===== src/rtl/bus_arbiter_pkg.sv =====
// bus_arbiter_pkg: shared types and widths for the two-port bus arbiter.
package bus_arbiter_pkg;

    localparam int unsigned BUS_ADDR_W  = 16;
    localparam int unsigned BUS_DATA_W  = 16;
    localparam int unsigned GRANT_CNT_W = 16;

    typedef enum logic {
        PORT_A = 1'b0,
        PORT_B = 1'b1
    } port_id_t;

    // Payload held in a pending register and driven onto the bus.
    typedef struct packed {
        logic [BUS_ADDR_W-1:0] addr;
        logic [BUS_DATA_W-1:0] wdata;
        logic                  rw;
    } bus_req_t;

endpackage


===== src/rtl/bus_arbiter_tag_fifo.sv =====
// tag_fifo: in-order record of which port issued each outstanding bus request.
module tag_fifo
    import bus_arbiter_pkg::*;
#(
    parameter int unsigned DEPTH = 16
) (
    input  logic                    clk,
    input  logic                    rst,
    input  logic                    push,
    input  port_id_t                push_id,
    input  logic                    pop,
    output port_id_t                head,
    output logic                    empty,
    output logic                    full,
    output logic [$clog2(DEPTH):0]  count
);

    localparam int unsigned PTR_W = $clog2(DEPTH);
    localparam int unsigned CNT_W = PTR_W + 1;

    port_id_t         mem [DEPTH];
    logic [PTR_W-1:0] wr_ptr;
    logic [PTR_W-1:0] rd_ptr;
    logic             do_push;
    logic             do_pop;

    assign do_push = push && !full;
    assign do_pop  = pop && !empty;
    assign empty   = (count == '0);
    assign full    = (count == CNT_W'(DEPTH));
    assign head    = mem[rd_ptr];

    // Tag storage; stale entries are masked by the count, so no reset.
    always_ff @(posedge clk) begin
        if (do_push) begin
            mem[wr_ptr] <= push_id;
        end
    end

    // Pointers wrap naturally since DEPTH is a power of two.
    always_ff @(posedge clk) begin
        if (rst) begin
            wr_ptr <= '0;
            rd_ptr <= '0;
            count  <= '0;
        end else begin
            if (do_push) begin
                wr_ptr <= wr_ptr + PTR_W'(1);
            end
            if (do_pop) begin
                rd_ptr <= rd_ptr + PTR_W'(1);
            end
            if (do_push && !do_pop) begin
                count <= count + CNT_W'(1);
            end else if (do_pop && !do_push) begin
                count <= count - CNT_W'(1);
            end
        end
    end

endmodule


===== src/rtl/bus_arbiter.sv =====
// bus_arbiter: round-robin sharing of the core memory bus between two hosts,
// with in-order response routing through a tag FIFO.
// Optional BUS_ARBITER_STATS_EN adds saturating per-port grant counters.
// Payload widths follow bus_arbiter_pkg; ADDR_W/DATA_W must match them.
module bus_arbiter
    import bus_arbiter_pkg::*;
#(
    parameter int unsigned ADDR_W          = BUS_ADDR_W,
    parameter int unsigned DATA_W          = BUS_DATA_W,
    parameter int unsigned MAX_OUTSTANDING = 16
) (
    input  logic                   clk,
    input  logic                   rst,
    input  logic [ADDR_W-1:0]      a_addr_i,
    input  logic [DATA_W-1:0]      a_wdata_i,
    input  logic                   a_rw_i,
    input  logic                   a_valid_i,
    input  logic [ADDR_W-1:0]      b_addr_i,
    input  logic [DATA_W-1:0]      b_wdata_i,
    input  logic                   b_rw_i,
    input  logic                   b_valid_i,
    output logic [DATA_W-1:0]      a_rdata_o,
    output logic                   a_rw_o,
    output logic                   a_valid_o,
    output logic [DATA_W-1:0]      b_rdata_o,
    output logic                   b_rw_o,
    output logic                   b_valid_o,
    output logic [ADDR_W-1:0]      addr_o,
    output logic [DATA_W-1:0]      wdata_o,
    output logic                   rw_o,
    output logic                   valid_o,
    input  logic [DATA_W-1:0]      bus_rdata_i,
    input  logic                   bus_rw_i,
    input  logic                   bus_valid_i,
    output logic                   a_overflow_o,
    output logic                   b_overflow_o,
    output logic                   spurious_o,
    output logic [GRANT_CNT_W-1:0] a_grants_o,
    output logic [GRANT_CNT_W-1:0] b_grants_o
);

    localparam int unsigned CNT_W = $clog2(MAX_OUTSTANDING) + 1;

    bus_req_t         a_in;
    bus_req_t         b_in;
    bus_req_t         a_cur;
    bus_req_t         b_cur;
    bus_req_t         a_req_q;
    bus_req_t         b_req_q;
    logic             a_pend_q;
    logic             b_pend_q;
    port_id_t         rr_q;
    logic             a_elig;
    logic             b_elig;
    logic             gnt_a;
    logic             gnt_b;
    logic             fifo_push;
    logic             fifo_pop;
    logic             fifo_empty;
    logic             fifo_full;
    port_id_t         push_id;
    port_id_t         fifo_head;
    logic [CNT_W-1:0] fifo_count_unused;

    tag_fifo #(
        .DEPTH (MAX_OUTSTANDING)
    ) u_tag_fifo (
        .clk     (clk),
        .rst     (rst),
        .push    (fifo_push),
        .push_id (push_id),
        .pop     (fifo_pop),
        .head    (fifo_head),
        .empty   (fifo_empty),
        .full    (fifo_full),
        .count   (fifo_count_unused)
    );

    // Eligibility (bypass or held) and round-robin grant; full uses pre-pop count.
    always_comb begin
        a_in       = '0;
        b_in       = '0;
        a_in.addr  = BUS_ADDR_W'(a_addr_i);
        a_in.wdata = BUS_DATA_W'(a_wdata_i);
        a_in.rw    = a_rw_i;
        b_in.addr  = BUS_ADDR_W'(b_addr_i);
        b_in.wdata = BUS_DATA_W'(b_wdata_i);
        b_in.rw    = b_rw_i;
        a_cur      = a_pend_q ? a_req_q : a_in;
        b_cur      = b_pend_q ? b_req_q : b_in;
        a_elig     = a_valid_i || a_pend_q;
        b_elig     = b_valid_i || b_pend_q;
        gnt_a      = !fifo_full && a_elig && (!b_elig || rr_q == PORT_B);
        gnt_b      = !fifo_full && b_elig && (!a_elig || rr_q == PORT_A);
        fifo_push  = gnt_a || gnt_b;
        push_id    = gnt_b ? PORT_B : PORT_A;
        fifo_pop   = bus_valid_i && !fifo_empty;
    end

    // Pending registers: refill on grant if a new request arrives, drop when busy.
    always_ff @(posedge clk) begin
        if (rst) begin
            a_pend_q     <= 1'b0;
            b_pend_q     <= 1'b0;
            a_req_q      <= '0;
            b_req_q      <= '0;
            a_overflow_o <= 1'b0;
            b_overflow_o <= 1'b0;
        end else begin
            if (gnt_a) begin
                a_pend_q <= a_pend_q && a_valid_i;
                a_req_q  <= a_in;
            end else if (a_valid_i) begin
                if (a_pend_q) begin
                    a_overflow_o <= 1'b1;
                end else begin
                    a_pend_q <= 1'b1;
                    a_req_q  <= a_in;
                end
            end
            if (gnt_b) begin
                b_pend_q <= b_pend_q && b_valid_i;
                b_req_q  <= b_in;
            end else if (b_valid_i) begin
                if (b_pend_q) begin
                    b_overflow_o <= 1'b1;
                end else begin
                    b_pend_q <= 1'b1;
                    b_req_q  <= b_in;
                end
            end
        end
    end

    // Registered bus request and round-robin pointer (last granted port).
    always_ff @(posedge clk) begin
        if (rst) begin
            valid_o <= 1'b0;
            addr_o  <= '0;
            wdata_o <= '0;
            rw_o    <= 1'b0;
            rr_q    <= PORT_B;
        end else begin
            valid_o <= fifo_push;
            if (gnt_a) begin
                addr_o  <= ADDR_W'(a_cur.addr);
                wdata_o <= DATA_W'(a_cur.wdata);
                rw_o    <= a_cur.rw;
                rr_q    <= PORT_A;
            end else if (gnt_b) begin
                addr_o  <= ADDR_W'(b_cur.addr);
                wdata_o <= DATA_W'(b_cur.wdata);
                rw_o    <= b_cur.rw;
                rr_q    <= PORT_B;
            end
        end
    end

    // Response routing by head tag; responses with no tag are flagged.
    always_ff @(posedge clk) begin
        if (rst) begin
            a_valid_o  <= 1'b0;
            b_valid_o  <= 1'b0;
            a_rdata_o  <= '0;
            b_rdata_o  <= '0;
            a_rw_o     <= 1'b0;
            b_rw_o     <= 1'b0;
            spurious_o <= 1'b0;
        end else begin
            a_valid_o <= fifo_pop && (fifo_head == PORT_A);
            b_valid_o <= fifo_pop && (fifo_head == PORT_B);
            if (fifo_pop && fifo_head == PORT_A) begin
                a_rdata_o <= bus_rdata_i;
                a_rw_o    <= bus_rw_i;
            end
            if (fifo_pop && fifo_head == PORT_B) begin
                b_rdata_o <= bus_rdata_i;
                b_rw_o    <= bus_rw_i;
            end
            if (bus_valid_i && fifo_empty) begin
                spurious_o <= 1'b1;
            end
        end
    end

`ifdef BUS_ARBITER_STATS_EN
    logic [GRANT_CNT_W-1:0] a_cnt_q;
    logic [GRANT_CNT_W-1:0] b_cnt_q;

    // Saturating per-port grant counters.
    always_ff @(posedge clk) begin
        if (rst) begin
            a_cnt_q <= '0;
            b_cnt_q <= '0;
        end else begin
            if (gnt_a && a_cnt_q != '1) begin
                a_cnt_q <= a_cnt_q + GRANT_CNT_W'(1);
            end
            if (gnt_b && b_cnt_q != '1) begin
                b_cnt_q <= b_cnt_q + GRANT_CNT_W'(1);
            end
        end
    end

    assign a_grants_o = a_cnt_q;
    assign b_grants_o = b_cnt_q;
`else
    assign a_grants_o = '0;
    assign b_grants_o = '0;
`endif

endmodule


===== config.mk =====
export PLATFORM = sky130hd
export DESIGN_NAME = bus_arbiter
export DESIGN_NICKNAME = d
export VERILOG_FILES = /design/src/rtl/bus_arbiter_pkg.sv /design/src/rtl/bus_arbiter_tag_fifo.sv /design/src/rtl/bus_arbiter.sv
export SDC_FILE = /design/constraint.sdc
export NUM_CORES = 1
export LEC_CHECK = 0
export CORE_UTILIZATION = 53
export CTS_CLUSTER_DIAMETER = 60
export CTS_CLUSTER_SIZE = 28
export DETAILED_ROUTE_END_ITERATION = 10
export PLACE_DENSITY_LB_ADDON = 0.08
export SLEW_MARGIN = 20
export SYNTH_ARGS = -nofsm -noshare
export SYNTH_HDL_FRONTEND = slang
export SYNTH_SLANG_ARGS = --single-unit

===== constraint.sdc =====
create_clock -name clk -period 5.9 [get_ports clk]
set_input_delay 0.59 -clock clk [delete_from_list [all_inputs] [get_ports clk]]
set_output_delay 0.59 -clock clk [all_outputs]
set_load 0.02 [all_outputs]

Word level (Yosys, flattened, before mapping)
Memories as Yosys holds them, arrays and structs flattened. A register that Yosys moved wholly into a read port is not among the register bits.
Index checks and enable logic that the tools add are counted.

cells by class
  add/subtract/negate cells = 4
  multiply operators = 0
  div/mod/pow operators = 0
  order comparisons = 0
  equality and inequality tests = 1
  shift operators = 0
  muxes and demuxes = 25
  bitwise logic cells = 4
  reductions and logical operators = 32

operators by type and width
  kind                                               number
  two-way mux 33 bit                                 6
  two-way mux 16 bit                                 4
  logical AND 1 bit                                  14
  two-way mux 1 bit                                  11
  two-way mux 5 bit                                  2
  adder 4 x 1 -> 4 bit (second input constant)       2
  two-way mux 4 bit                                  2
  nonzero test 2 bit                                 4
  zero test 1 bit                                    6
  AND reduction 3 bit                                2
  adder 5 x 1 -> 5 bit (second input constant)       1
  equality test 5 bit (second input constant)        1
  zero test 5 bit                                    1
  logical OR 1 bit                                   5
  subtractor 5 x 1 -> 5 bit (second input constant)  1
  inverter 1 bit                                     4

word-level totals
  flip-flop bits (word level) = 155
  latch bits = 0
  memory bits (writable) = 16
  memory bits (read-only) = 0
  logic and storage cells = 92
  memories kept = 1

memories
  name            words  width  read ports  clocked after Yosys merged registers in  write ports  RTL line                    RTL
  u_tag_fifo.mem  16     1      1           1                                        1            bus_arbiter_tag_fifo.sv:21  port_id_t mem [DEPTH];

Logic depth before layout (Yosys ltp)
Gate-level depths: netlist of the first run.

  depth in word-level cells = 10
  gate-level depth with buffers = 13

Hierarchy
From an unflattened synthesis of the first run, not the netlist that was laid out.

second synthesis, totals
  cells, all modules = 835
  area, all modules = 8424.3 µm²

by module, submodules not included
  module       instances  cells each  area an instance (µm²)  seq. area each (µm²)
  bus_arbiter  1          703         6894.1                  2842.7
  tag_fifo     1          132         1530.2                  820.8

Worst setup path after synthesis of the first run
OpenSTA, ideal clock, no wires.

  path kind = input to register
  from = in a_valid_i
  to = reg u_tag_fifo.count[4]
  setup time = 0.121 ns
  data arrival time = 3.082 ns
  data required time = 5.779 ns
  path slack = 2.698 ns
  stages on the path = 13
  path buffers = 2
  cells stage by stage = clkbuf_1 -> nor4_1 -> a21o_1 -> buf_2 -> clkinv_1 -> ha_1 -> inv_1 -> ha_1 -> nor2b_1 -> o21a_1 -> or3_1 -> a21oi_1 -> mux2_2

between the ends
  cells in the longest elaborated chain, start to end = 9
  elaborated cells between the ends (all ways) = 13
  classes of those cells = 1 x mux; 12 x reduce/logical

ends and longest elaborated chain
  element                       RTL line                    RTL
  start, declared               bus_arbiter.sv:17           input logic a_valid_i,
  logical OR 1 bit *            bus_arbiter.sv:91           a_elig = a_valid_i || a_pend_q;
  zero test 1 bit               bus_arbiter.sv:94           gnt_b = !fifo_full && b_elig && (!a_elig || rr_q == PORT_A);
  logical OR 1 bit              bus_arbiter.sv:94
  logical AND 1 bit             bus_arbiter.sv:94
  logical OR 1 bit *            bus_arbiter.sv:95           fifo_push = gnt_a || gnt_b;
  logical AND 1 bit *           bus_arbiter_tag_fifo.sv:27  assign do_push = push && !full;
  via u_tag_fifo.do_push        bus_arbiter_tag_fifo.sv:24  logic do_push;
  zero test 1 bit               bus_arbiter_tag_fifo.sv:55  end else if (do_pop && !do_push) begin
  logical AND 1 bit             bus_arbiter_tag_fifo.sv:55
  nonzero test 2 bit (no line)  -
  end signal, assigned          bus_arbiter_tag_fifo.sv:54  count <= count + CNT_W'(1);
  end signal, assigned          bus_arbiter_tag_fifo.sv:56  count <= count - CNT_W'(1);
  end, declared                 bus_arbiter_tag_fifo.sv:15  output logic [$clog2(DEPTH):0] count

Mark *: on every way through the listed nets, which the timed path passes. The rest lies on a longest branch.
A chain may end at the register's enable or synchronous reset.

Final worst setup path of the first run
  from = reg b_pend_q
  to = reg u_tag_fifo.count[4]

between the ends
  cells in the longest elaborated chain, start to end = 9
  elaborated cells between the ends (all ways) = 13
  classes of those cells = 1 x mux; 12 x reduce/logical

ends and longest elaborated chain
  element                       RTL line                    RTL
  start, declared               bus_arbiter.sv:51           logic b_pend_q;
  start signal, assigned        bus_arbiter.sv:122          b_pend_q <= b_pend_q && b_valid_i;
  logical OR 1 bit *            bus_arbiter.sv:92           b_elig = b_valid_i || b_pend_q;
  zero test 1 bit               bus_arbiter.sv:93           gnt_a = !fifo_full && a_elig && (!b_elig || rr_q == PORT_B);
  logical OR 1 bit              bus_arbiter.sv:93
  logical AND 1 bit             bus_arbiter.sv:93
  logical OR 1 bit *            bus_arbiter.sv:95
  logical AND 1 bit *           bus_arbiter_tag_fifo.sv:27
  via u_tag_fifo.do_push        bus_arbiter_tag_fifo.sv:24
  zero test 1 bit               bus_arbiter_tag_fifo.sv:55
  logical AND 1 bit             bus_arbiter_tag_fifo.sv:55
  nonzero test 2 bit (no line)  -

Marked as above.

==> flow_metrics.env, run 1 <==
export IMPL_status="completed"
export IMPL_endpoint_kind="register"
export IMPL_utilization=0.688
export IMPL_pin_count=193
export IMPL_synth_top_area_share=0.407
export IMPL_crit_chain="nor4_1 > a21o_1 > clkinv_1 > ha_1 > inv_1 > ha_1 > nor2b_1 > o21a_1 > or3_1 > a21oi_1 > mux2_2"
export IMPL_core_area_sq_um=14500
export IMPL_ys_seq_area_frac=0.468
export IMPL_synth_ff_type="dfxtp_1"
export IMPL_grt_pass1_wl_microns=28500
export IMPL_drv_slew=0
export IMPL_htreeDepth=4
export IMPL_hold_viol_final=0
export IMPL_die_w_microns=124
export IMPL_leakagePower_nw=4.02
export IMPL_drt_iter0_drc=441
export IMPL_grt_pass1_vias=5799
export IMPL_synth_edf_count=16
export IMPL_grt_antenna_before_repair=1
export IMPL_cts_inserted_buffers=17
export IMPL_drc_errors=0
export IMPL_crit_top_cell="ha_1"
export IMPL_fin_worst_skew_ps=8.95
export IMPL_ys_async_sr_fraction=0
export IMPL_placement_rows=44
export IMPL_crit_slowest_cell="dfxtp_2"
export IMPL_gr_usage_all_layers=0.245
export IMPL_io_buffer_count=160
export IMPL_period_share=0.579
export IMPL_syn_avg_cell_area_sq_um=9.93
export IMPL_grt_overflow=0
export IMPL_critPathLaunchType="register"
export IMPL_required_ps=6210
export IMPL_power_density_nw_per_um2=414
export IMPL_yosysTopAreaCell="dfxtp_1"
export IMPL_crit_path_max_incr_delay_ps=980
export IMPL_worst_pin_slew_ps=1100
export IMPL_syn_inst=788
export IMPL_drtAntennaViolNets=0
export IMPL_period_needed_ps=3420
export IMPL_place_hpwl_microns=11800
export IMPL_cp_max_fo=40
export IMPL_relSlewSlack=0.250
export IMPL_tritoncts="done"
export IMPL_synth_area_sq_um=7820
export IMPL_post_cts_setup_buffers=0
export IMPL_worst_setup_path_type="register to register"
export IMPL_ctsHoldBuffers=0
export IMPL_syn2layout_area_growth_pct=27.4
export IMPL_synth_warnings=0
export IMPL_viasPerCell=5.40
export IMPL_synthTopCellsByArea="dfxtp_1 41%, mux2i_1 10%, mux2_2 9.8%"
export IMPL_vias=6021
export IMPL_max_cap_viol_count=0
export IMPL_crit_arrival_ps=3720
export IMPL_rsz0062_at_grt="false"
export IMPL_clock_latency_ps=420
export IMPL_fmax_mhz=293
export IMPL_dpl_worst_slack_ps=2160
export IMPL_dr_pass1_iters=5
export IMPL_min_path_type="register to register"
export IMPL_die_area_sq_um=15300
export IMPL_diodes=0
export IMPL_path_buf_inv=2
export IMPL_fill_cells=1132
export IMPL_wl_per_cell_microns=16.2
export IMPL_wirelength_microns=18000
export IMPL_peakVddDrop_mv=0.211
export IMPL_root_buffer="clkbuf_16"
export IMPL_drive_gt1_frac=0.124
export IMPL_globalplace_congestion=0.809
export IMPL_cts_resized_gates=0
export IMPL_start_util=0.540
export IMPL_clkTransAtPathRegs_ps=60
export IMPL_die_y_microns=124
export IMPL_layout_nets=1015
export IMPL_ys_types=45
export IMPL_clockBufferDepth=2
export IMPL_finalWorstSetupSlack_ps=2480
export IMPL_ys_seq_elements=175
export IMPL_finalSetupTns_ps=0
export IMPL_crit_family="flip-flops"
export IMPL_grt_max_degree=95
export IMPL_setup_viol=0
export IMPL_clock_sinks=175
routing by layer:
| layer | vias to the layer above | wire, microns | track usage | part of all wire |
|---|---|---|---|---|
| met3 | 30 | 1120 | 0.0604 | 0.062 |
| met2 | 206 | 8860 | 0.410 | 0.49 |
| met1 | 2856 | 7680 | 0.298 | 0.43 |
| li1 | 2927 | - | - | - |
| met5 | - | 9 | 0 | 0.00050 |
| met4 | 2 | 375 | 0.105 | 0.021 |
flip-flops by register name, indices dropped and copies added (netlist names), 5 cells and up, named ones only:
signal            count
b_rdata_o            16
b_req_q              33
a_rdata_o            16
a_req_q              33
wdata_o              16
u_tag_fifo.count      5
addr_o               16
u_tag_fifo.mem       16
cell usage after synthesis, types with 2 or more instances:
cell and n:
nor2_1 99, nor3_1 6, buf_6 6, buf_1 5, xor2_1 5, clkbuf_1 37
o21ai_0 4, buf_2 5, mux2i_1 78, nand4_1 2, a22oi_1 2, nand2_1 81
clkinv_1 2, a21o_1 2, dfxtp_1 159, edfxtp_1 16, nand2b_1 53, a222oi_1 33
a31oi_1 2, nor2b_1 5, buf_4 33, mux2_2 68, a21oi_1 43, o21a_1 3
inv_1 5, nand3_1 4, xnor2_1 3, nor4_1 2, ha_1 9
logic make-up after synthesis:
kind of cell / count (synthesis) / synth area share
adders and majority gates: 10 / 0.0170
buffers and inverters: 95 / 0.0700
muxes: 147 / 0.199
xor gates and xnor gates: 8 / 0.00896
and+or+nand+nor: 257 / 0.147
other: 1 / 0.000479
DFF: 175 / 0.468
AOI/OAI and AO/OA: 95 / 0.0886
where the power goes:
part	internal, W	switching, W
Sequential	0.00142	0.000162
Combinational	0.000638	0.000707
Clock	0.000752	0.000452
area by class of cell:
type,instances,area [sq um],share of cell area
flip-flops and latches,175,3670,0.368
repair buffers,166,1640,0.165
well taps,184,230,0.0231
multi-input cells,549,3750,0.376
clock buffers,24,526,0.0527
clock inverters,8,121,0.0122
inverters,8,30.0,0.00301
layout by cell type, fill, tap and decap left out, types with 16 or more instances in the layout:
cell and instances:
clkdlybuf4s50_1 159, mux2_2 68, conb_1 32, a222oi_1 33, nor2_1 99, dfxtp_1 157
clkbuf_16 19, nand2b_1 53, a21oi_1 43, nand2_1 81, mux2i_1 77, edfxtp_1 16
final timing paths:
check                      startpoint                          endpoint  slack, ps  cells after the start
max reg2reg     b_pend_q$_SDFFE_PP0P_  u_tag_fifo.count[4]$_SDFFE_PP0P_       2480                     11
min          b_req_q[27]$_SDFFE_PP0P_          b_req_q[27]$_SDFFE_PP0P_        450                      2
min reg2reg  b_req_q[27]$_SDFFE_PP0P_          b_req_q[27]$_SDFFE_PP0P_        450                      2
max             b_pend_q$_SDFFE_PP0P_  u_tag_fifo.count[4]$_SDFFE_PP0P_       2480                     11
metrics by stage:
step | area (sq um) | std cells | hold WS [ps] | power, W
floorplan | 7940 | 819 | 428 | 0.00250
CTS | 9970 | 1114 | 453 | 0.00415
finish | 9970 | 1114 | 448 | 0.00413
global route | 9970 | 1114 | 469 | 0.00434
global placement | 9320 | 1082 | 434 | 0.00289
detailed placement | 9320 | 1082 | 444 | 0.00294
worst min-delay path: stages (launching register included):
cell	delay, ps
dfxtp_1	300
nand2_1	50
a21oi_1	50
Note: power is estimated with default switching activity, not from simulation.
==> inputs of run 2 (changes only) <==
--- a/config.mk
+++ b/config.mk
@@ -5,7 +5,7 @@
 export SDC_FILE = /design/constraint.sdc
 export NUM_CORES = 1
 export LEC_CHECK = 0
-export CORE_UTILIZATION = 53
+export CORE_UTILIZATION = 45
 export CTS_CLUSTER_DIAMETER = 60
 export CTS_CLUSTER_SIZE = 28
 export DETAILED_ROUTE_END_ITERATION = 10
==> constraint.sdc (replaced) <==
create_clock -name clk -period 3.1 [get_ports clk]
set_input_delay 0.31 -clock clk [delete_from_list [all_inputs] [get_ports clk]]
set_output_delay 0.31 -clock clk [all_outputs]
set_load 0.02 [all_outputs]
==> run 2 against run 1 <==
Against the previous run: fmax is 14% higher; combinational power is 110% higher; core utilization is 8.2 points lower; setup slack lost 2400 ps; sequential cell count unchanged; critical path depth did not move; clock skew down 2.9 ps; global-route usage shrank 3.2 points; design area grew 2.0%.
==> flow_metrics.env, run 2 (same netlist as run 1, synthesis figures left out) <==
export IMPL_period_needed_ps=2980
export IMPL_status="completed"
export IMPL_worst_setup_path_type="register to register"
export IMPL_worst_hold_slack_ps=449
export IMPL_placement_rows=47
export IMPL_dr_pass1_iters=6
export IMPL_drc_errors=0
export IMPL_power_density_nw_per_um2=776
export IMPL_grt_pass1_wl_microns=30100
export IMPL_die_area_sq_um=17900
export IMPL_syn2layout_area_growth_pct=29.9
export IMPL_peakVddDrop_mv=0.398
export IMPL_placed_area_sq_um=9530
export IMPL_vias=6023
export IMPL_drv_slew=0
export IMPL_endpoint_kind="register"
export IMPL_layout_nets=1031
export IMPL_crit_arrival_ps=3290
export IMPL_drive_gt1_frac=0.141
export IMPL_critPathLaunchType="register"
export IMPL_crit_chain="or4_4 > o21a_4 > inv_4 > ha_1 > inv_1 > ha_1 > nor2b_1 > o21a_1 > or3_1 > a21oi_2 > mux2_2"
export IMPL_wirelength_microns=18800
export IMPL_min_path_type="register to register"
export IMPL_relSlewSlack=0.447
export IMPL_grt_overflow=0
export IMPL_drtAntennaViolNets=0
export IMPL_drt_iter0_drc=350
export IMPL_cp_max_fo=5
export IMPL_worst_pin_slew_ps=830
export IMPL_final_cell_mix="159 x clkdlybuf4s50_1, 157 x dfxtp_1, 99 x nor2_1, 81 x nand2_1, 77 x mux2i_1"
export IMPL_diodes=0
export IMPL_clkTransAtPathRegs_ps=60
export IMPL_tritoncts="done"
export IMPL_core_area_sq_um=16800
export IMPL_crit_path_max_incr_delay_ps=550
export IMPL_start_util=0.467
export IMPL_required_ps=3410
export IMPL_reg_top3="a_req_q (33), b_req_q (33)"
export IMPL_fin_worst_skew_ps=6.01
export IMPL_grt_antenna_before_repair=0
export IMPL_max_cap_viol_count=0
export IMPL_crit_top_cell="ha_1"
export IMPL_viasPerCell=5.17
export IMPL_cts_inserted_buffers=17
export IMPL_root_buffer="clkbuf_16"
export IMPL_clock_latency_ps=420
export IMPL_period_share=0.963
export IMPL_clock_sinks=175
export IMPL_hold_viol_final=0
export IMPL_wl_per_cell_microns=16.1
export IMPL_die_w_microns=134
export IMPL_grt_max_degree=97
export IMPL_die_y_microns=134
export IMPL_io_buffer_count=160
export IMPL_finalSetupTns_ps=0
export IMPL_gr_usage_all_layers=0.213
export IMPL_fin_area_sq_um=10200
export IMPL_leakagePower_nw=4.11
export IMPL_htreeDepth=4
export IMPL_place_hpwl_microns=12400
export IMPL_setup_viol=0
export IMPL_clockBufferDepth=2
export IMPL_fmax_mhz=335
export IMPL_crit_slowest_cell="or4_4"
export IMPL_grt_pass1_vias=5904
export IMPL_pin_count=193
export IMPL_globalplace_congestion=0.789
export IMPL_layout_commonest_cell="clkdlybuf4s50_1"
-- run 2: cell types whose count changed in the layout (fill, tap and decap cells not counted), sizes merged --
| cell | previous run | this run |
|---|---|---|
| buf | 7 | 23 |
| clkbuf | 24 | 22 |
| clkinv | 4 | 7 |
| inv | 7 | 8 |
| bufinv | 3 | 1 |
-- run 2: report_power, final --
group	internal (W)	total, W	switching [W]	leakage, nW
sequential	0.00269	0.00294	0.000242	1.46
combinational	0.00131	0.00275	0.00144	2.35
clock	0.00130	0.00220	0.000902	0.304
total	0.00530	0.00788	0.00259	4.11
-- run 2: stage by stage --
| stage | setup WS, ps | instances | total power [W] | utilization |
|---|---|---|---|---|
| 3_5_place_dp | 64.8 | 1133 | 0.00572 | 0.568 |
| 6_report | 116 | 1166 | 0.00788 | 0.606 |
| 3_3_place_gp | 112 | 1133 | 0.00562 | 0.568 |
| 2_1_floorplan | 104 | 819 | 0.00475 | - |
| 4_1_cts | 90.7 | 1165 | 0.00793 | 0.606 |
| 5_1_grt | -8.96 | 1166 | 0.00830 | 0.606 |
-- run 2: per-layer routing --
| metal | GRT usage | vias to the layer above | share of wire |
|---|---|---|---|
| met5 | 0 | - | 0 |
| met4 | 0.0732 | 0 | 0.015 |
| met3 | 0.0522 | 23 | 0.069 |
| met2 | 0.363 | 196 | 0.49 |
| met1 | 0.262 | 2838 | 0.43 |
| li1 | - | 2966 | - |
-- run 2: final cells by class --
class                      count  area [sq um]
clock inverter                10          95.1
multi-input combinational    549          3750
timing repair buffer         182          1810
inverter                       8          32.5
tap                          220           275
sequential                   175          3670
clock buffer                  22           528
fill                        1408          6600
-- run 2: worst paths after layout --
kind / startpoint / endpoint / slack, ps / cells past startpoint
setup / recovery: u_tag_fifo.count[2]$_SDFFE_PP0P_ / u_tag_fifo.count[4]$_SDFFE_PP0P_ / 120 / 11
hold / removal: b_req_q[19]$_SDFFE_PP0P_ / b_req_q[19]$_SDFFE_PP0P_ / 450 / 2
setup reg to reg: u_tag_fifo.count[2]$_SDFFE_PP0P_ / u_tag_fifo.count[4]$_SDFFE_PP0P_ / 120 / 11
hold reg to reg: b_req_q[19]$_SDFFE_PP0P_ / b_req_q[19]$_SDFFE_PP0P_ / 450 / 2
-- run 2: repair_timing --
item	4_1_cts	5_1_grt
setup endpoints to repair	0	1
buffers inserted	0	1
hold buffers	0	0
gates resized for setup	0	2
-- run 2: worst max-delay path, delay by kind of cell (launching register included) --
family | cells | cell delay [ps]
simple gates | 3 | 1040
compound gates | 3 | 570
fa+ha+maj | 2 | 460
flops | 1 | 350
mux | 1 | 330
buf+inv | 2 | 130
==> inputs of run 3 (changes only) <==
--- a/config.mk
+++ b/config.mk
@@ -9,6 +9,7 @@
 export CTS_CLUSTER_DIAMETER = 60
 export CTS_CLUSTER_SIZE = 28
 export DETAILED_ROUTE_END_ITERATION = 10
+export GPL_TIMING_DRIVEN = 0
 export PLACE_DENSITY_LB_ADDON = 0.08
 export SLEW_MARGIN = 20
 export SYNTH_ARGS = -nofsm -noshare
==> run 3 against run 2 <==
Against the previous run: design area up 3.6%; core utilization up 2.2 points; sequential power about the same; largest cell class unchanged; global-route usage up 0.33 points; via count up 2.5%.
==> flow_metrics.env, run 3 (same netlist as run 1, synthesis figures left out) <==
export IMPL_period_share=0.945
export IMPL_wirelength_microns=19200
export IMPL_wl_per_cell_microns=15.6
export IMPL_period_needed_ps=2930
export IMPL_peakVddDrop_mv=0.418
export IMPL_worst_pin_slew_ps=1060
export IMPL_max_cap_viol_count=0
export IMPL_start_util=0.467
export IMPL_grt_max_degree=26
export IMPL_core_area_sq_um=16800
export IMPL_internal_power_w=0.00552
export IMPL_io_buffer_count=158
export IMPL_worst_setup_path_type="register to register"
export IMPL_cts_inserted_buffers=17
export IMPL_syn2layout_area_growth_pct=34.6
export IMPL_grt_antenna_before_repair=0
export IMPL_tritoncts="done"
export IMPL_vias=6172
export IMPL_die_y_microns=134
export IMPL_fin_worst_skew_ps=9.13
export IMPL_drc_errors=0
export IMPL_root_buffer="clkbuf_16"
export IMPL_layout_commonest_cell="clkdlybuf4s50_1"
export IMPL_stdcell_count=1231
export IMPL_die_area_sq_um=17900
export IMPL_clock_sinks=175
export IMPL_grt_overflow=0
export IMPL_seq_power_share=0.361
export IMPL_grtUsageMet3=0.0563
export IMPL_drive_gt1_frac=0.159
export IMPL_worst_hold_slack_ps=263
export IMPL_switching_share=0.322
export IMPL_fmax_mhz=341
export IMPL_min_path_type="input port to register"
export IMPL_drv_slew=0
export IMPL_die_w_microns=134
export IMPL_rsz0062_at_grt="false"
export IMPL_clock_latency_ps=430
export IMPL_pin_count=193
export IMPL_drt_iter0_drc=437
export IMPL_fin_area_sq_um=10500
export IMPL_met1_usage=0.283
export IMPL_globalplace_congestion=0.790
export IMPL_cp_max_fo=5
export IMPL_viasPerCell=5.01
export IMPL_htreeDepth=4
export IMPL_layout_nets=1096
export IMPL_reg_top3="a_req_q (33), b_req_q (33)"
export IMPL_clockBufferDepth=2
export IMPL_diodes=0
export IMPL_required_ps=3410
export IMPL_dr_pass1_iters=7
export IMPL_dp_cells=1197
export IMPL_place_hpwl_microns=13400
export IMPL_crit_arrival_ps=3240
export IMPL_relSlewSlack=0.293
export IMPL_critPathLaunchType="register"
export IMPL_clkTransAtPathRegs_ps=70
export IMPL_power_frac_clock=0.293
export IMPL_placed_area_sq_um=9800
export IMPL_power_switching_w=0.00262
export IMPL_placement_rows=47
export IMPL_final_cell_mix="158 x clkdlybuf4s50_1, 157 x dfxtp_1, 99 x nor2_1, 81 x nand2_1, 78 x mux2i_1"
export IMPL_endpoint_kind="register"
export IMPL_top_usage_layer="met2"
export IMPL_leakagePower_nw=4.31
export IMPL_grt_pass1_wl_microns=30100
export IMPL_gr_usage_all_layers=0.216
export IMPL_drtAntennaViolNets=0
export IMPL_utilization=0.629
export IMPL_setup_viol=0
export IMPL_pwr_share_comb=0.346
export IMPL_power_density_nw_per_um2=773
export IMPL_hold_viol_final=0
export IMPL_status="completed"
export IMPL_grt_pass1_vias=5711
export IMPL_met2_usage=0.346
==> run 3: cell count changes in the layout (fill, tap and decap cells not counted), sizes merged <==
cell,delta
clkbuf,+36
clkdlybuf4s50,-1
buf,+29
bufinv,+3
clkinvlp,-2
==> run 3: power groups by stage <==
stage	clock (W)	combinational, W	sequential (W)
2_1_floorplan	0	0.00156	0.00319
3_3_place_gp	0	0.00271	0.00297
3_5_place_dp	0	0.00274	0.00297
4_1_cts	0.00241	0.00280	0.00294
5_1_grt	0.00251	0.00304	0.00299
6_report	0.00238	0.00281	0.00294
==> run 3: critical path: stages (launching register included) <==
cell and delay [ps]:
dfxtp_2 360, or4_4 550, o21a_4 240, inv_4 80, ha_4 160, inv_2 60, ha_4 220, nor2b_1 140
o21a_1 170, or3_1 330, a21oi_2 150, mux2_2 340
==> run 3: path summary, 6_finish.rpt <==
kind / from / end / slack [ps] / cells past startpoint
setup reg to reg: u_tag_fifo.count[2]$_SDFFE_PP0P_ / u_tag_fifo.count[4]$_SDFFE_PP0P_ / 170 / 11
setup / recovery: u_tag_fifo.count[2]$_SDFFE_PP0P_ / u_tag_fifo.count[4]$_SDFFE_PP0P_ / 170 / 11
hold reg to reg: b_req_q[31]$_SDFFE_PP0P_ / b_req_q[31]$_SDFFE_PP0P_ / 450 / 2
hold / removal: a_valid_i / a_pend_q$_SDFFE_PP0P_ / 260 / 3
==> run 3: routing by layer <==
layer / up-vias / wire (microns)
li1: 3085 / -
met1: 2860 / 8600
met2: 209 / 8940
met3: 18 / 1430
met4: 0 / 241
met5: - / 0
==> run 3: what timing repair did <==
action                                 in CTS  in global routing
cloned                                      0                  0
endpoints found under the hold margin       0                  0
setup buffers                               1                  1
setup endpoints to repair                   2                  1
hold buffers                                0                  0
resized for setup                           8                  5
pin swaps                                   1                  2
==> run 3: stage by stage <==
step	power [W]	TNS (ps)	setup slack [ps]
6_report	0.00814	0	169
5_1_grt	0.00854	0	36.9
4_1_cts	0.00815	0	24.4
3_5_place_dp	0.00571	-699	-623
3_3_place_gp	0.00568	-622	-582
2_1_floorplan	0.00475	0	104
==> run 3: area by class of cell <==
type / count / area [sq um]
Clock buffer: 21 / 492
Buffer: 87 / 520
Clock inverter: 11 / 174
Multi-Input combinational cell: 549 / 3770
Inverter: 8 / 37.5
Fill cell: 1434 / 6230
Tap cell: 220 / 275
Sequential cell: 175 / 3670
Timing Repair Buffer: 160 / 1600
